**config.mk**
```make
export PLATFORM = sky130hd
export DESIGN_NAME = pipeline_hazard_ctrl_flat
export DESIGN_NICKNAME = d
export VERILOG_FILES = /design/src/rtl/pipeline_hazard_ctrl_if.sv /design/src/rtl/pipeline_hazard_ctrl.sv /design/src/flat_wrapper.sv
export SDC_FILE = /design/constraint.sdc
export NUM_CORES = 1
export LEC_CHECK = 0
export BUFFER_PORTS_ARGS = -buffer_cell sky130_fd_sc_hd__buf_2
export CAP_MARGIN = 20
export CORE_ASPECT_RATIO = 0.8
export CORE_MARGIN = 1
export CORE_UTILIZATION = 54
export CTS_CLUSTER_SIZE = 12
export DETAILED_ROUTE_END_ITERATION = 12
export GPL_ROUTABILITY_DRIVEN = 1
export HOLD_SLACK_MARGIN = 0.12
export PLACE_DENSITY = 0.89
export SYNTH_ARGS = -nofsm -noshare
export SYNTH_HDL_FRONTEND = slang
export SYNTH_SLANG_ARGS = --single-unit
```
**constraint.sdc**
```tcl
create_clock -name CLK -period 2.5 [get_ports CLK]
set_input_delay 0.5 -clock CLK [delete_from_list [all_inputs] [get_ports CLK]]
set_output_delay 0.5 -clock CLK [all_outputs]
set_load 0.01 [all_outputs]
```
**src/rtl/pipeline_hazard_ctrl_if.sv**
```systemverilog
// Hazard controller port bundle: pipeline status inputs and latch control outputs.
interface pipeline_hazard_ctrl_if #(
  parameter int CNT_W = 32
);
  logic             ihit;
  logic             dhit;
  logic             exmem_dREN;
  logic             exmem_dWEN;
  logic             exmem_redirect;
  logic             idex_dREN;
  logic [4:0]       idex_wsel;
  logic [4:0]       ifid_rs;
  logic [4:0]       ifid_rt;
  logic             ifid_uses_rt;
  logic             halt_wb;
  logic             pc_en;
  logic             ifid_en;
  logic             ifid_flush;
  logic             idex_en;
  logic             idex_flush;
  logic             exmem_en;
  logic             exmem_flush;
  logic             memwb_en;
  logic             halted;
  logic             mem_timeout;
  logic [CNT_W-1:0] stall_cnt;
  logic [CNT_W-1:0] flush_cnt;

  modport master (
    output ihit, dhit, exmem_dREN, exmem_dWEN, exmem_redirect, idex_dREN,
           idex_wsel, ifid_rs, ifid_rt, ifid_uses_rt, halt_wb,
    input  pc_en, ifid_en, ifid_flush, idex_en, idex_flush, exmem_en,
           exmem_flush, memwb_en, halted, mem_timeout, stall_cnt, flush_cnt
  );

  modport slave (
    input  ihit, dhit, exmem_dREN, exmem_dWEN, exmem_redirect, idex_dREN,
           idex_wsel, ifid_rs, ifid_rt, ifid_uses_rt, halt_wb,
    output pc_en, ifid_en, ifid_flush, idex_en, idex_flush, exmem_en,
           exmem_flush, memwb_en, halted, mem_timeout, stall_cnt, flush_cnt
  );
endinterface

```
**src/rtl/pipeline_hazard_ctrl.sv**
```systemverilog
// Stall/flush sequencer for the 5-stage pipeline: dcache wait freeze, redirect
// flush, load-use bubble, icache miss stall and permanent halt, with saturating
// performance counters and a dcache-wait watchdog.
module pipeline_hazard_ctrl #(
  parameter int CNT_W = 32,
  parameter int WDOG  = 255
) (
  input logic                   CLK,
  input logic                   RST,
  pipeline_hazard_ctrl_if.slave hz
);

  typedef enum logic [1:0] {RUN, DWAIT, HALT} state_t;

  localparam logic [16:0] WDOG_L = 17'(WDOG);

  state_t           state, state_nxt;
  logic             dpend, luse;
  logic             stall_inc, flush_inc;
  logic             pc_en, ifid_en, ifid_flush, idex_en, idex_flush;
  logic             exmem_en, exmem_flush, memwb_en;
  logic [CNT_W-1:0] stall_cnt, flush_cnt;
  logic [15:0]      wd;
  logic [16:0]      wd_inc;
  logic             timeout;

  assign dpend  = hz.exmem_dREN | hz.exmem_dWEN;
  assign luse   = hz.idex_dREN & (hz.idex_wsel != 5'd0) &
                  ((hz.idex_wsel == hz.ifid_rs) |
                   (hz.ifid_uses_rt & (hz.idex_wsel == hz.ifid_rt)));
  assign wd_inc = {1'b0, wd} + 17'd1;

  // Priority decode of latch enables/flushes and next state; reset and HALT force everything off.
  always_comb begin
    state_nxt   = state;
    stall_inc   = 1'b0;
    flush_inc   = 1'b0;
    pc_en       = 1'b0;
    ifid_en     = 1'b0;
    ifid_flush  = 1'b0;
    idex_en     = 1'b0;
    idex_flush  = 1'b0;
    exmem_en    = 1'b0;
    exmem_flush = 1'b0;
    memwb_en    = 1'b0;
    if (!RST && state != HALT) begin
      if (hz.halt_wb) begin
        state_nxt = HALT;
      end else if (dpend && !hz.dhit) begin
        // Whole pipe frozen; a pending redirect survives in the frozen EX/MEM latch.
        state_nxt = DWAIT;
        stall_inc = 1'b1;
      end else begin
        state_nxt = RUN;
        if (hz.exmem_redirect) begin
          pc_en       = 1'b1;
          ifid_flush  = 1'b1;
          idex_flush  = 1'b1;
          exmem_flush = 1'b1;
          memwb_en    = 1'b1;
          flush_inc   = 1'b1;
        end else if (luse) begin
          idex_flush = 1'b1;
          exmem_en   = 1'b1;
          memwb_en   = 1'b1;
          stall_inc  = 1'b1;
        end else if (!hz.ihit) begin
          ifid_flush = 1'b1;
          idex_en    = 1'b1;
          exmem_en   = 1'b1;
          memwb_en   = 1'b1;
          stall_inc  = 1'b1;
        end else begin
          pc_en    = 1'b1;
          ifid_en  = 1'b1;
          idex_en  = 1'b1;
          exmem_en = 1'b1;
          memwb_en = 1'b1;
        end
      end
    end
  end

  // State register.
  always_ff @(posedge CLK) begin
    if (RST) state <= RUN;
    else     state <= state_nxt;
  end

  // Saturating stall and flush counters.
  always_ff @(posedge CLK) begin
    if (RST) begin
      stall_cnt <= '0;
      flush_cnt <= '0;
    end else begin
      if (stall_inc && stall_cnt != '1) stall_cnt <= stall_cnt + CNT_W'(1);
      if (flush_inc && flush_cnt != '1) flush_cnt <= flush_cnt + CNT_W'(1);
    end
  end

  // Watchdog: counts cycles spent in DWAIT, sets a sticky timeout flag at WDOG.
  always_ff @(posedge CLK) begin
    if (RST) begin
      wd      <= '0;
      timeout <= 1'b0;
    end else if (state == DWAIT) begin
      if (wd != 16'hFFFF) wd <= wd_inc[15:0];
      if (wd_inc >= WDOG_L) timeout <= 1'b1;
    end else begin
      wd <= '0;
    end
  end

  assign hz.pc_en       = pc_en;
  assign hz.ifid_en     = ifid_en;
  assign hz.ifid_flush  = ifid_flush;
  assign hz.idex_en     = idex_en;
  assign hz.idex_flush  = idex_flush;
  assign hz.exmem_en    = exmem_en;
  assign hz.exmem_flush = exmem_flush;
  assign hz.memwb_en    = memwb_en;
  assign hz.halted      = (state == HALT) & ~RST;
  assign hz.mem_timeout = timeout;
  assign hz.stall_cnt   = stall_cnt;
  assign hz.flush_cnt   = flush_cnt;

endmodule

```
**src/flat_wrapper.sv**
```systemverilog
// flat-port wrapper written by rule: the top's interface ports become plain ports
module pipeline_hazard_ctrl_flat 
#(
  parameter int CNT_W = 32,
  parameter int WDOG  = 255
)
  (CLK, RST, hz_ihit, hz_dhit, hz_exmem_dREN, hz_exmem_dWEN, hz_exmem_redirect, hz_idex_dREN, hz_idex_wsel, hz_ifid_rs, hz_ifid_rt, hz_ifid_uses_rt, hz_halt_wb, hz_pc_en, hz_ifid_en, hz_ifid_flush, hz_idex_en, hz_idex_flush, hz_exmem_en, hz_exmem_flush, hz_memwb_en, hz_halted, hz_mem_timeout, hz_stall_cnt, hz_flush_cnt);
  pipeline_hazard_ctrl_if #(.CNT_W(CNT_W)) hz_i ();
  input logic CLK;
  input logic RST;
  input wire logic [$bits(hz_i.ihit)-1:0] hz_ihit;
  input wire logic [$bits(hz_i.dhit)-1:0] hz_dhit;
  input wire logic [$bits(hz_i.exmem_dREN)-1:0] hz_exmem_dREN;
  input wire logic [$bits(hz_i.exmem_dWEN)-1:0] hz_exmem_dWEN;
  input wire logic [$bits(hz_i.exmem_redirect)-1:0] hz_exmem_redirect;
  input wire logic [$bits(hz_i.idex_dREN)-1:0] hz_idex_dREN;
  input wire logic [$bits(hz_i.idex_wsel)-1:0] hz_idex_wsel;
  input wire logic [$bits(hz_i.ifid_rs)-1:0] hz_ifid_rs;
  input wire logic [$bits(hz_i.ifid_rt)-1:0] hz_ifid_rt;
  input wire logic [$bits(hz_i.ifid_uses_rt)-1:0] hz_ifid_uses_rt;
  input wire logic [$bits(hz_i.halt_wb)-1:0] hz_halt_wb;
  output wire logic [$bits(hz_i.pc_en)-1:0] hz_pc_en;
  output wire logic [$bits(hz_i.ifid_en)-1:0] hz_ifid_en;
  output wire logic [$bits(hz_i.ifid_flush)-1:0] hz_ifid_flush;
  output wire logic [$bits(hz_i.idex_en)-1:0] hz_idex_en;
  output wire logic [$bits(hz_i.idex_flush)-1:0] hz_idex_flush;
  output wire logic [$bits(hz_i.exmem_en)-1:0] hz_exmem_en;
  output wire logic [$bits(hz_i.exmem_flush)-1:0] hz_exmem_flush;
  output wire logic [$bits(hz_i.memwb_en)-1:0] hz_memwb_en;
  output wire logic [$bits(hz_i.halted)-1:0] hz_halted;
  output wire logic [$bits(hz_i.mem_timeout)-1:0] hz_mem_timeout;
  output wire logic [$bits(hz_i.stall_cnt)-1:0] hz_stall_cnt;
  output wire logic [$bits(hz_i.flush_cnt)-1:0] hz_flush_cnt;
  assign hz_i.ihit = hz_ihit;
  assign hz_i.dhit = hz_dhit;
  assign hz_i.exmem_dREN = hz_exmem_dREN;
  assign hz_i.exmem_dWEN = hz_exmem_dWEN;
  assign hz_i.exmem_redirect = hz_exmem_redirect;
  assign hz_i.idex_dREN = hz_idex_dREN;
  assign hz_i.idex_wsel = hz_idex_wsel;
  assign hz_i.ifid_rs = hz_ifid_rs;
  assign hz_i.ifid_rt = hz_ifid_rt;
  assign hz_i.ifid_uses_rt = hz_ifid_uses_rt;
  assign hz_i.halt_wb = hz_halt_wb;
  assign hz_pc_en = hz_i.pc_en;
  assign hz_ifid_en = hz_i.ifid_en;
  assign hz_ifid_flush = hz_i.ifid_flush;
  assign hz_idex_en = hz_i.idex_en;
  assign hz_idex_flush = hz_i.idex_flush;
  assign hz_exmem_en = hz_i.exmem_en;
  assign hz_exmem_flush = hz_i.exmem_flush;
  assign hz_memwb_en = hz_i.memwb_en;
  assign hz_halted = hz_i.halted;
  assign hz_mem_timeout = hz_i.mem_timeout;
  assign hz_stall_cnt = hz_i.stall_cnt;
  assign hz_flush_cnt = hz_i.flush_cnt;
  pipeline_hazard_ctrl #(.CNT_W(CNT_W), .WDOG(WDOG)) u_core (.CLK(CLK), .RST(RST), .hz(hz_i));
endmodule
```
== Word-level counts from Yosys, hierarchy flattened ==
Cells that the tools add are included.

* Register bits: 83
* Bits of input ports: 25
* Output and inout bits: 74
* Word-level logic and storage cells: 78

* Add/sub/neg operators: 3
* $lt $le $gt $ge: 1
* Equality and inequality tests: 8
* Muxes and demuxes: 44
* Bitwise logic cells: 8
* Reduce and logical (&&, ||, !) cells: 9

{| class="wikitable"
|+ Operators by type and width
! kind !! number
|-
| adder 32 x 1 -> 32 bit (second input constant) || 2
|-
| inequality test 32 bit (second input constant) || 2
|-
| 2-to-1 mux 1 bit || 43
|-
| adder 16 x 1 -> 17 bit (second input constant) || 1
|-
| greater-or-equal comparator 17 x 8 -> 1 bit (second input constant) || 1
|-
| inequality test 16 bit (second input constant) || 1
|-
| equality test 5 bit || 2
|-
| nonzero test 5 bit || 1
|-
| bitwise AND 1 bit || 4
|-
| logical AND 1 bit || 4
|-
| equality test 2 x 1 -> 1 bit (second input constant) || 1
|-
| equality test 2 bit (second input constant) || 1
|-
| logical NOT 1 bit || 2
|-
| 2-to-1 mux 2 bit || 1
|-
| inequality test 2 bit (second input constant) || 1
|-
| inverter 1 bit || 2
|-
| OR 1 bit || 2
|-
| AND reduction 2 bit || 1
|-
| OR reduction 2 bit || 1
|}

== Longest topological paths before layout ==
Gate-level depths: netlist of run 1.

* Depth after elaboration: 10
* Gate-level depth with buffers: 9
* Depth with buffers taken out: 7

== Worst setup path after synthesis of run 1 ==
Ideal clock, no wire load.

* Path kind: input -> output
* From: input RST
* To: output hz_ifid_en
* Arrival: 1.899 ns
* Required time: 2.000 ns
* Path slack: 0.101 ns
* Cell stages on the path: 5
* Path buffers: 1
* Path through: buf_2 > or3_4 > nor3_1 > nor2b_1 > and2_1

* Word-level cells in the longest chain between the ends: 3

{| class="wikitable"
|+ Ends and longest elaborated chain
! what !! line !! text
|-
| start: declaration || flat_wrapper.sv:10 || <nowiki>input logic RST;</nowiki>
|-
| logical NOT 1 bit || pipeline_hazard_ctrl.sv:46 || <nowiki>if (!RST && state != HALT) begin</nowiki>
|-
| logical AND 1 bit || pipeline_hazard_ctrl.sv:46 ||
|-
| 2-to-1 mux 1 bit || pipeline_hazard_ctrl.sv:46 ||
|-
| end: declaration || flat_wrapper.sv:23 || <nowiki>output wire logic [$bits(hz_i.ifid_en)-1:0] hz_ifid_en;</nowiki>
|}

No other way between the ends.

== Worst setup path in the final report of run 1 ==
* From: input hz_idex_wsel[0]
* To: output hz_pc_en

* Word-level cells in the longest chain between the ends: 9
* Elaborated cells between the ends (all ways): 12
* Those cells by class: eq/ne: 2; mux: 5; bitwise: 4; reduce/logical: 1

{| class="wikitable"
|+ Ends and longest elaborated chain
! what !! line !! text
|-
| start: declaration || flat_wrapper.sv:17 || <nowiki>input wire logic [$bits(hz_i.idex_wsel)-1:0] hz_idex_wsel;</nowiki>
|-
| equality test 5 bit || pipeline_hazard_ctrl.sv:30 || <nowiki>(hz.ifid_uses_rt & (hz.idex_wsel == hz.ifid_rt)));</nowiki>
|-
| bitwise AND 1 bit || pipeline_hazard_ctrl.sv:30 ||
|-
| OR 1 bit || pipeline_hazard_ctrl.sv:29 || <nowiki>((hz.idex_wsel == hz.ifid_rs) |</nowiki>
|-
| bitwise AND 1 bit * || pipeline_hazard_ctrl.sv:28 || <nowiki>assign luse = hz.idex_dREN & (hz.idex_wsel != 5'd0) &</nowiki>
|-
| 2-to-1 mux 1 bit * || pipeline_hazard_ctrl.sv:62 || <nowiki>end else if (luse) begin</nowiki>
|-
| 2-to-1 mux 1 bit * || pipeline_hazard_ctrl.sv:55 || <nowiki>if (hz.exmem_redirect) begin</nowiki>
|-
| 2-to-1 mux 1 bit * || pipeline_hazard_ctrl.sv:49 || <nowiki>end else if (dpend && !hz.dhit) begin</nowiki>
|-
| 2-to-1 mux 1 bit * || pipeline_hazard_ctrl.sv:47 || <nowiki>if (hz.halt_wb) begin</nowiki>
|-
| 2-to-1 mux 1 bit * || pipeline_hazard_ctrl.sv:46 ||
|-
| end: declaration || flat_wrapper.sv:22 || <nowiki>output wire logic [$bits(hz_i.pc_en)-1:0] hz_pc_en;</nowiki>
|}

Every way passes the cells marked *; elsewhere a longest branch is shown, timed or not.

==> impl_metrics.csv, run 1 <==
group,metric,value,unit
pwr,finalPower,2.49,mW
cts,htree_levels,3,
layout,nFillCells,650,
drt,wirelength,11400,µm
place,io_buffers,98,
timing,max_slew_margin,61.5,%
setup_path,reg2reg_slack,0.09,ns
floorplanning,start_util,55.6,%
drt,num_vias,4444,
cts,insertion_delay,0.36,ns
timing,maxClockFrequency,0.413,GHz
worst_hold_path,hold_class,"input pin to register",
setup_path,crit_path_max_fanout,4,
timing,fin_crit_sh,96.8,%
cts,clockBufferDepth,2,
setup_path,r2r_end,"u_core.hz.stall_cnt[29]$_SDFFE_PP0P_",
yosys,synth_area_leaders,"dfxtp_1 38%, xnor2_1 5.4%, nor2_1 4.6%",
yosys,synth_mux_area_share,1.93,%
grt,overflow,0,
grt,grt_pass1_vias,3821,
yosys,synthesis.area,0.00440,mm²
layout,drive_gt1_share,24.5,%
status,outcome,"finished clean",
yosys,synthSimpleGateAreaFrac,32.1,%
yosys,synthArstFlopShare,0,%
timing,rsz0062_at_grt,"false",
drt,wl_per_cell,15.4,µm
cts,numClockSinks,83,
timing,drv_slew,0,
drt,drtIter0Drc,343,
yosys,yosys.area.top_type,"dfxtp_1",
floorplanning,pin_count,99,
yosys,synth_top_area_share,37.8,%
pwr,p_leak,2.08,nW
yosys,syn_avg_cell_area,8.31,µm²
yosys,ys_ff_latch,83,
place,hpwl,8200,µm
setup_path,worstSetupStartpointType,"input pin",
yosys,synth_compound_area_share,14.4,%
run,drv_cap,0,
pwr,cellPowerDensity,467,mW/mm²
grt,antenna_found_initial,0,
yosys,synth-adder-area-share,1.14,%
setup_path,worstPathRequired,2.00,ns
worst_hold_path,min_from,"hz_exmem_dREN",
drt,drt-pass1-iter-count,6,
setup_path,r2r-start,"u_core.hz.stall_cnt[0]$_SDFFE_PP0P_",
timing,hold_violations,0,
setup_path,r2r_cells,8,
floorplanning,core_area,0.00791,mm²
layout,n_antenna_cell,0,
cts,clkSlewWorstSetupHoldPaths,0.07,ns
yosys,yosys_warnings,0,
grt,grt.total_usage,26.5,%
timing,skew,0.0130,ns
yosys,synth_top_family_by_area,"simple AND/OR/NAND/NOR gates",
grt,grt_pass1_wl,17600,µm
yosys,yosysUniqueCellTypes,53,
floorplanning,dieWidth,103,µm
setup_path,end_kind,"output pin",
layout,layout.nets,661,
place,place_congestion,0.852,
timing,worst_slack,0.0810,ns
floorplanning,fp-row-count,29,
yosys,synth_edf_count,0,
drt,drc,0,
cts,clockRootBuffer,"clkbuf_8",
grt,grt_max_degree,37,
cts,cts_buffers,9,
worst_hold_path,hold_depth,3,
floorplanning,dieArea,0.00851,mm²
timing,min_period,2.42,ns
timing,worstMarginPinSlew,0.576,ns
timing,setup_violations,0,
yosys,synth_nets,558,
pwr,peakVddDrop,0.277,mV
layout,area_delta_synth_final,21.2,%
cts,cts_tree,"done",
drt,post_drt_via_cell_ratio,5.97,
yosys,netlist_instances,529,
setup_path,worstSetupPathType,"input pin to output pin",
yosys,synthXorXnorAreaFrac,9.76,%
drt,ant_nets,0,
yosys,ys_seq_area_share,37.8,%
place,post-place-ws,-0.0831,ns
yosys,synth_flop_cell,"dfxtp_1",
worst_hold_path,min_to,"u_core.state[0]$_SDFFE_PP0P_",
floorplanning,die_h,82.7,µm
setup_path,crit_arrival,1.92,ns
## final cells by class
class	instances	area, µm²	share of cell area (%)
sequential	83	1660	31.2
tap	108	135	2.54
inverter	7	26.3	0.493
multi-input combinational	414	2650	49.6
clock buffer	11	151	2.84
clock inverter	5	58.8	1.10
timing repair buffer	117	652	12.2
## worst max-delay path by stage
| stage | start | end | slack [ns] |
|---|---|---|---|
| after global routing | hz_idex_wsel[3] | hz_ifid_flush | 0.0008 |
| after floorplan | RST | hz_ifid_en | 0.10 |
| after CTS | u_core.state[1]$_SDFFE_PP0P_ | hz_ifid_en | 0.04 |
| after detailed placement | hz_ihit | u_core.hz.stall_cnt[29]$_SDFFE_PP0P_ | -0.08 |
| final | hz_idex_wsel[0] | hz_pc_en | 0.08 |
| after global placement | hz_ihit | u_core.hz.stall_cnt[27]$_SDFFE_PP0P_ | 0.02 |
## registers in the layout, summed over array words and instances, names as in the netlist
signal,count
u_core.hz.flush_cnt,32
u_core.hz.stall_cnt,32
u_core.wd,16
u_core.state,2
u_core.hz.mem_timeout,1
## cell usage after synthesis, drive strengths merged, types with 4 or more instances
library cell / count
dfxtp: 83
nor2: 55
nand3: 36
a21oi: 34
nand2: 33
xnor2: 27
nor3: 26
nand4: 24
xor2: 22
and3: 18
clkbuf: 17
o31ai: 16
or4: 16
o21ai: 11
and4: 10
nor4: 9
or3: 9
and2: 8
buf: 8
inv: 7
nor2b: 7
a31oi: 6
nor3b: 5
ha: 4
mux2: 4
mux2i: 4
o21a: 4
## layout by cell type (no fill, tap or decap), types with 7 or more instances in the layout
cell type   n
nand2_1    33
xor2_1     22
o21ai_0     9
buf_4      18
or4_1      15
nand3_1    34
and3_1     18
nor3_1     25
and4_1     10
inv_1       7
dfxtp_1    83
nor2_1     54
and2_1      7
xnor2_1    27
a21oi_1    34
o31ai_1    15
buf_2      97
nand4_1    24
clkbuf_8   11
or3_1       8
## layer usage
layer / track usage, % / up-vias / routed length, µm
met5: 0 / - / 0
met4: 9.86 / 0 / 175
met3: 5.13 / 22 / 847
met2: 43.2 / 187 / 5340
met1: 34.8 / 2071 / 5080
li1: - / 2164 / -
## metrics by stage
step                area, µm²  TNS [ns]  instances  hold slack [ns]  util, %
floorplan                4400         0        529            0.473        -
global placement         5070         0        728            0.471     64.1
detailed placement       5070    -0.236        728            0.481     64.1
CTS                      5280         0        744            0.474     66.8
global route             5330         0        745            0.496     67.4
finish                   5330         0        745            0.478     67.4
## cells by family after synthesis
group | count (synthesis)
compound gates | 95
xor+xnor | 49
fa+ha+maj | 4
buf+inv | 32
flops | 83
mux | 8
simple gates | 258
## worst max-delay path, stage by stage
cell and delay (ns):
buf_2 0.12, or4_4 0.53, o21ai_2 0.17, nor2_1 0.06, buf_4 0.15, nor2b_1 0.13
o21a_1 0.15, buf_6 0.11
## timing repair
action,4_1_cts,5_1_grt
resized for setup,1,8
hold buffers,0,0
pin swaps,0,3
endpoints found under the setup margin,2,11
setup buffers,0,1
## report_power, final
part / switching (mW) / internal, mW
sequential: 0.00268 / 1.32
combinational: 0.0839 / 0.0594
clock: 0.502 / 0.518
(Power assumes the default switching activity.)
==> run 2, diff against run 1 <==
- CORE_UTILIZATION: 54 -> 56
- PLACE_DENSITY: 0.89 -> 0.91
- clock period: 2.5 -> 3 ns (I/O delays scaled with it)
==> impl_metrics.csv, run 2 (synthesis results as in run 1) <==
group,metric,value,unit
status,outcome,"finished clean",
timing,rsz0062_at_grt,"false",
grt,grt_max_degree,52,
floorplanning,core_area,0.00750,mm²
timing,worst_slack,0.212,ns
cts,cts_tree,"done",
drt,wl_met1,4980,µm
place,io_buffers,98,
place,place_congestion,0.852,
layout,utilization,69.0,%
pwr,seqPwrFrac,55.0,%
grt,grt.total_usage,28.0,%
drt,ant_nets,0,
timing,max_slew_margin,52.7,%
timing,worstMarginPinSlew,0.702,ns
worst_hold_path,hold_class,"register to register",
drt,top_layer_used,"met4",
timing,drv_slew,0,
pwr,p_leak,2.00,nW
timing,skew,0.00721,ns
cts,cts.repair.resized,0,
drt,drc,0,
layout,layout_commonest_cell,"buf_2",
floorplanning,pin_count,99,
setup_path,worstSetupPathType,"input pin to output pin",
drt,met2_length,5380,µm
setup_path,crit_chain,"buf_2, xor2_1, nor4_1, a22oi_1, nor2_1, nor2b_1, and2_1, buf_2",
timing,fin_crit_sh,92.9,%
setup_path,end_kind,"output pin",
timing,maxClockFrequency,0.359,GHz
layout,area_delta_synth_final,17.6,%
timing,setup_violations,0,
cts,hold_buffers,0,
setup_path,slowest_stage,"nor4_1",
pwr,pwr-share-clk,39.8,%
pwr,swShare,22.8,%
drt,wl_met3,760,µm
cts,numClockSinks,83,
cts,cts_setup_buffers,0,
place,post-place-ws,0.215,ns
drt,drtIter0Drc,231,
cts,clockRootBuffer,"clkbuf_8",
cts,htree_levels,3,
drt,wirelength,11200,µm
pwr,power_frac_comb,5.2,%
grt,overflow,0,
drt,wl_per_cell,15.4,µm
setup_path,crit_path_max_incr_delay,0.37,ns
setup_path,reg2reg_slack,0.62,ns
run,drv_cap,0,
floorplanning,dieArea,0.00821,mm²
timing,min_period,2.79,ns
floorplanning,dieWidth,101,µm
cts,insertion_delay,0.35,ns
pwr,cellPowerDensity,389,mW/mm²
layout,n_antenna_cell,0,
pwr,p_int,1.55,mW
grt,grt_pass1_vias,3969,
layout,layout.nets,648,
setup_path,crit_family,"simple AND/OR/NAND/NOR gates",
timing,tns,0,ns
setup_path,crit_path_max_fanout,4,
cts,clockBufferDepth,2,
grt,antenna_found_initial,0,
pwr,finalPower,2.01,mW
setup_path,path_buf_inv,2,
cts,clkSlewWorstSetupHoldPaths,0.07,ns
floorplanning,die_h,81.3,µm
pwr,peakVddDrop,0.216,mV
floorplanning,start_util,58.7,%
drt,post_drt_via_cell_ratio,6.09,
layout,drive_gt1_share,21.6,%
drt,drt-pass1-iter-count,5,
setup_path,crit_arrival,2.19,ns
setup_path,cp_common_cell,"buf_2",
floorplanning,fp-row-count,28,
setup_path,worstPathRequired,2.40,ns
timing,hold_violations,0,
pwr,power.switching,0.459,mW
layout,reg.largest.list,"u_core.hz.flush_cnt x32, u_core.hz.stall_cnt x32, u_core.wd x16",
setup_path,worstSetupStartpointType,"input pin",
place,hpwl,8050,µm
grt,grt_pass1_wl,18500,µm
drt,num_vias,4443,
layout,layout_common_cells,"98 x buf_2, 83 x dfxtp_1, 54 x nor2_1",
timing,hold_ws,0.497,ns
cts,cts_buffers,9,
==> run 2: final timing paths <==
path	from	to	cells past startpoint
setup / recovery	hz_idex_wsel[3]	hz_ifid_en	8
hold / removal	u_core.hz.flush_cnt[4]$_SDFFE_PP0P_	u_core.hz.flush_cnt[4]$_SDFFE_PP0P_	1
setup reg to reg	u_core.hz.flush_cnt[8]$_SDFFE_PP0P_	u_core.hz.flush_cnt[31]$_SDFFE_PP0P_	6
hold reg to reg	u_core.hz.flush_cnt[4]$_SDFFE_PP0P_	u_core.hz.flush_cnt[4]$_SDFFE_PP0P_	1
==> run 2: power by group through the flow <==
stage | Clock, mW | Combinational (mW) | Sequential, mW
final | 0.800 | 0.105 | 1.10
after global routing | 0.863 | 0.114 | 1.11
after CTS | 0.810 | 0.105 | 1.11
after detailed placement | 0 | 0.105 | 1.13
after global placement | 0 | 0.101 | 1.13
after floorplan | 0 | 0.0606 | 1.13
==> run 2: stage by stage <==
stage / cell area, µm² / std cells
3_5_place_dp: 4970 / 713
6_report: 5170 / 729
3_3_place_gp: 4970 / 713
2_1_floorplan: 4400 / 529
4_1_cts: 5170 / 729
5_1_grt: 5170 / 729
==> run 2: layout make-up <==
type / count / area (µm²)
timing repair buffer: 104 / 548
clock inverter: 4 / 50.0
multi-input combinational: 414 / 2610
fill: 641 / 2330
inverter: 7 / 26.3
sequential: 83 / 1660
clock buffer: 12 / 145
tap: 105 / 131
==> run 2: layer usage <==
metal  GRT usage (%)  vias to the layer above
met3            5.94                       12
li1                -                     2133
met5               0                        -
met1            36.7                     2108
met2            47.2                      190
met4            6.96                        0
==> run 3, diff against run 2 <==
- ABC_AREA: not set -> 1
- PLACE_DENSITY: 0.91 -> 0.89
- clock period: 3 -> 2.7 ns (I/O delays scaled with it)
==> impl_metrics.csv, run 3 <==
group,metric,value,unit
floorplanning,core_area,0.00908,mm²
cts,hold_buffers,0,
setup_path,worstSetupPathType,"register to register",
yosys,ys_seq_area_share,31.7,%
timing,rsz0062_at_grt,"false",
timing,tns,0,ns
yosys,yosys_warnings,0,
floorplanning,pin_count,99,
timing,max_slew_margin,54.5,%
cts,cts_tree,"done",
setup_path,worstPathRequired,2.94,ns
yosys,netlist_instances,792,
yosys,synth_mux_area_share,0,%
layout,layout.nets,909,
yosys,synth_edf_count,0,
run,drv_cap,0,
pwr,seqPwrFrac,46.3,%
yosys,synthesis.area,0.00524,mm²
grt,overflow,0,
cts,cts_buffers,9,
layout,design_area,0.00608,mm²
setup_path,r2r_cells,12,
yosys,synth_top_family_by_area,"simple AND/OR/NAND/NOR gates",
setup_path,reg2reg_slack,0.37,ns
cts,clockRootBuffer,"clkbuf_16",
yosys,synth_nets,821,
setup_path,r2r-start,"u_core.hz.stall_cnt[0]$_SDFFE_PP0P_",
layout,drive_gt1_share,18.5,%
place,post-place-ws,0.357,ns
yosys,syn_avg_cell_area,6.62,µm²
cts,numClockSinks,83,
timing,worst_slack,0.371,ns
place,dp_cells,984,
yosys,synth_commonest_cells,"223 x nand2_1, 87 x nor2_1, 83 x dfxtp_1, 66 x inv_1, 59 x a21oi_1",
cts,cts.repair.resized,0,
setup_path,worstSetupStartpointType,"register",
yosys,yosys.area.top_type,"dfxtp_1",
setup_path,cp_common_cell,"nand2_1",
grt,grt_max_degree,59,
setup_path,slowest_stage,"dfxtp_1",
layout,layout_common_cells,"223 x nand2_1, 98 x buf_2, 87 x nor2_1",
yosys,synthXorXnorAreaFrac,10.5,%
pwr,power_frac_comb,5.6,%
floorplanning,fp-row-count,31,
drt,post_drt_via_cell_ratio,5.50,
place,io_buffers,98,
timing,drv_slew,0,
cts,insertion_delay,0.34,ns
setup_path,crit_arrival,2.57,ns
drt,drc,0,
yosys,synth-adder-area-share,0.955,%
yosys,synth_top_area_share,31.7,%
drt,drt-pass1-iter-count,5,
layout,layout_commonest_cell,"nand2_1",
yosys,yosysUniqueCellTypes,34,
pwr,p_int,2.01,mW
timing,maxClockFrequency,0.429,GHz
yosys,synth_most_common_cell,"nand2_1",
floorplanning,dieArea,0.00975,mm²
layout,utilization,67.0,%
drt,num_vias,5500,
worst_hold_path,min_from,"hz_halt_wb",
pwr,swShare,24.6,%
worst_hold_path,hold_class,"input pin to register",
place,hpwl,10100,µm
pwr,finalPower,2.66,mW
yosys,synth_area_leaders,"dfxtp_1 32%, nand2_1 16%, xor2_1 6.5%",
pwr,power.switching,0.654,mW
timing,skew,0.00741,ns
yosys,synth_compound_area_share,8.42,%
timing,fin_crit_sh,86.3,%
grt,antenna_found_initial,0,
floorplanning,die_h,88.5,µm
pwr,peakVddDrop,0.620,mV
setup_path,r2r_end,"u_core.hz.stall_cnt[1]$_SDFFE_PP0P_",
pwr,pwr-share-clk,48.1,%
grt,grt.total_usage,29.7,%
timing,setup_violations,0,
timing,worstMarginPinSlew,0.683,ns
setup_path,crit_path_max_fanout,32,
drt,drtIter0Drc,480,
cts,clkSlewWorstSetupHoldPaths,0.07,ns
cts,clockBufferDepth,2,
yosys,synth_flop_cell,"dfxtp_1",
cts,htree_levels,3,
place,placed_area,0.00577,mm²
worst_hold_path,min_to,"u_core.state[1]$_SDFFE_PP0P_",
pwr,p_leak,2.57,nW
setup_path,crit_path_max_incr_delay,0.44,ns
pwr,cellPowerDensity,438,mW/mm²
yosys,ys_ff_latch,83,
layout,nFillCells,852,
timing,hold_violations,0,
layout,final_cells,1000,
layout,n_antenna_cell,0,
worst_hold_path,hold_depth,3,
drt,wirelength,13800,µm
yosys,synthArstFlopShare,0,%
floorplanning,start_util,57.8,%
cts,cts_setup_buffers,0,
grt,grt_pass1_wl,22600,µm
floorplanning,dieWidth,110,µm
timing,hold_ws,0.467,ns
drt,wl_per_cell,13.8,µm
layout,area_delta_synth_final,16.0,%
status,outcome,"finished clean",
layout,reg.largest.list,"u_core.hz.flush_cnt x32, u_core.hz.stall_cnt x32, u_core.wd x16",
grt,grt_pass1_vias,4807,
setup_path,crit_chain,"ha_1, nand2_1, inv_1, nand3b_1, nor2_1, nand4_1, nand2b_4, nand3_2, buf_12, nand2_1, nand2_1, nor2_1",
place,place_congestion,0.950,
setup_path,end_kind,"register",
drt,ant_nets,0,
timing,min_period,2.33,ns
yosys,synthSimpleGateAreaFrac,40.0,%
[run 3: area by class of cell]
type,count,area [µm²],share of cell area (%)
inverter,74,278,4.57
clock inverter,7,82.6,1.36
sequential,83,1660,27.3
multi-input combinational,608,3140,51.7
tap,115,144,2.37
clock buffer,9,225,3.70
timing repair buffer,104,548,9.01
[run 3: worst max path at each step]
stage                                        startpoint                                   end  slack, ns  depth (start not counted)
floorplan                               hz_idex_wsel[0]                              hz_pc_en       0.64                         10
global placement                        hz_idex_wsel[3]   u_core.hz.stall_cnt[1]$_SDFFE_PP0P_       0.38                         17
detailed placement                                  RST  u_core.hz.flush_cnt[11]$_SDFFE_PP0P_       0.36                         11
CTS                 u_core.hz.stall_cnt[0]$_SDFFE_PP0P_   u_core.hz.stall_cnt[1]$_SDFFE_PP0P_       0.44                         12
global route        u_core.hz.stall_cnt[0]$_SDFFE_PP0P_   u_core.hz.stall_cnt[8]$_SDFFE_PP0P_       0.20                         11
finish              u_core.hz.stall_cnt[0]$_SDFFE_PP0P_   u_core.hz.stall_cnt[1]$_SDFFE_PP0P_       0.37                         12
[run 3: critical path, delay by kind of cell, from the launching register on]
family                   cells  cell delay [ns]
flip-flops                   1             0.44
buffers and inverters        2             0.28
AND/OR/NAND/NOR              9             1.23
adder cells (fa/ha/maj)      1             0.26
[run 3: routing by layer]
metal	vias to the layer above	routed length (µm)	GRT usage (%)
met5	-	0	0
met4	0	121	6.22
met3	17	1240	8.54
met2	241	5780	44.4
met1	2486	6620	42.4
li1	2756	-	-
[run 3: cell families (layout without fill, tap and decap cells)]
family                   Yosys count  after routing
AND/OR/NAND/NOR                  461            461
XOR/XNOR                          63             63
flip-flops                        83             83
buffers and inverters            101            194
adder cells (fa/ha/maj)            4              4
AO/OA/AOI/OAI                     80             80
[run 3: power by group through the flow]
stage / registers (mW) / logic [mW] / clock network [mW]
after floorplan: 1.26 / 0.0982 / 0
after global placement: 1.26 / 0.143 / 0
after detailed placement: 1.26 / 0.146 / 0
after CTS: 1.23 / 0.146 / 1.29
after global routing: 1.23 / 0.165 / 1.35
final: 1.23 / 0.148 / 1.28
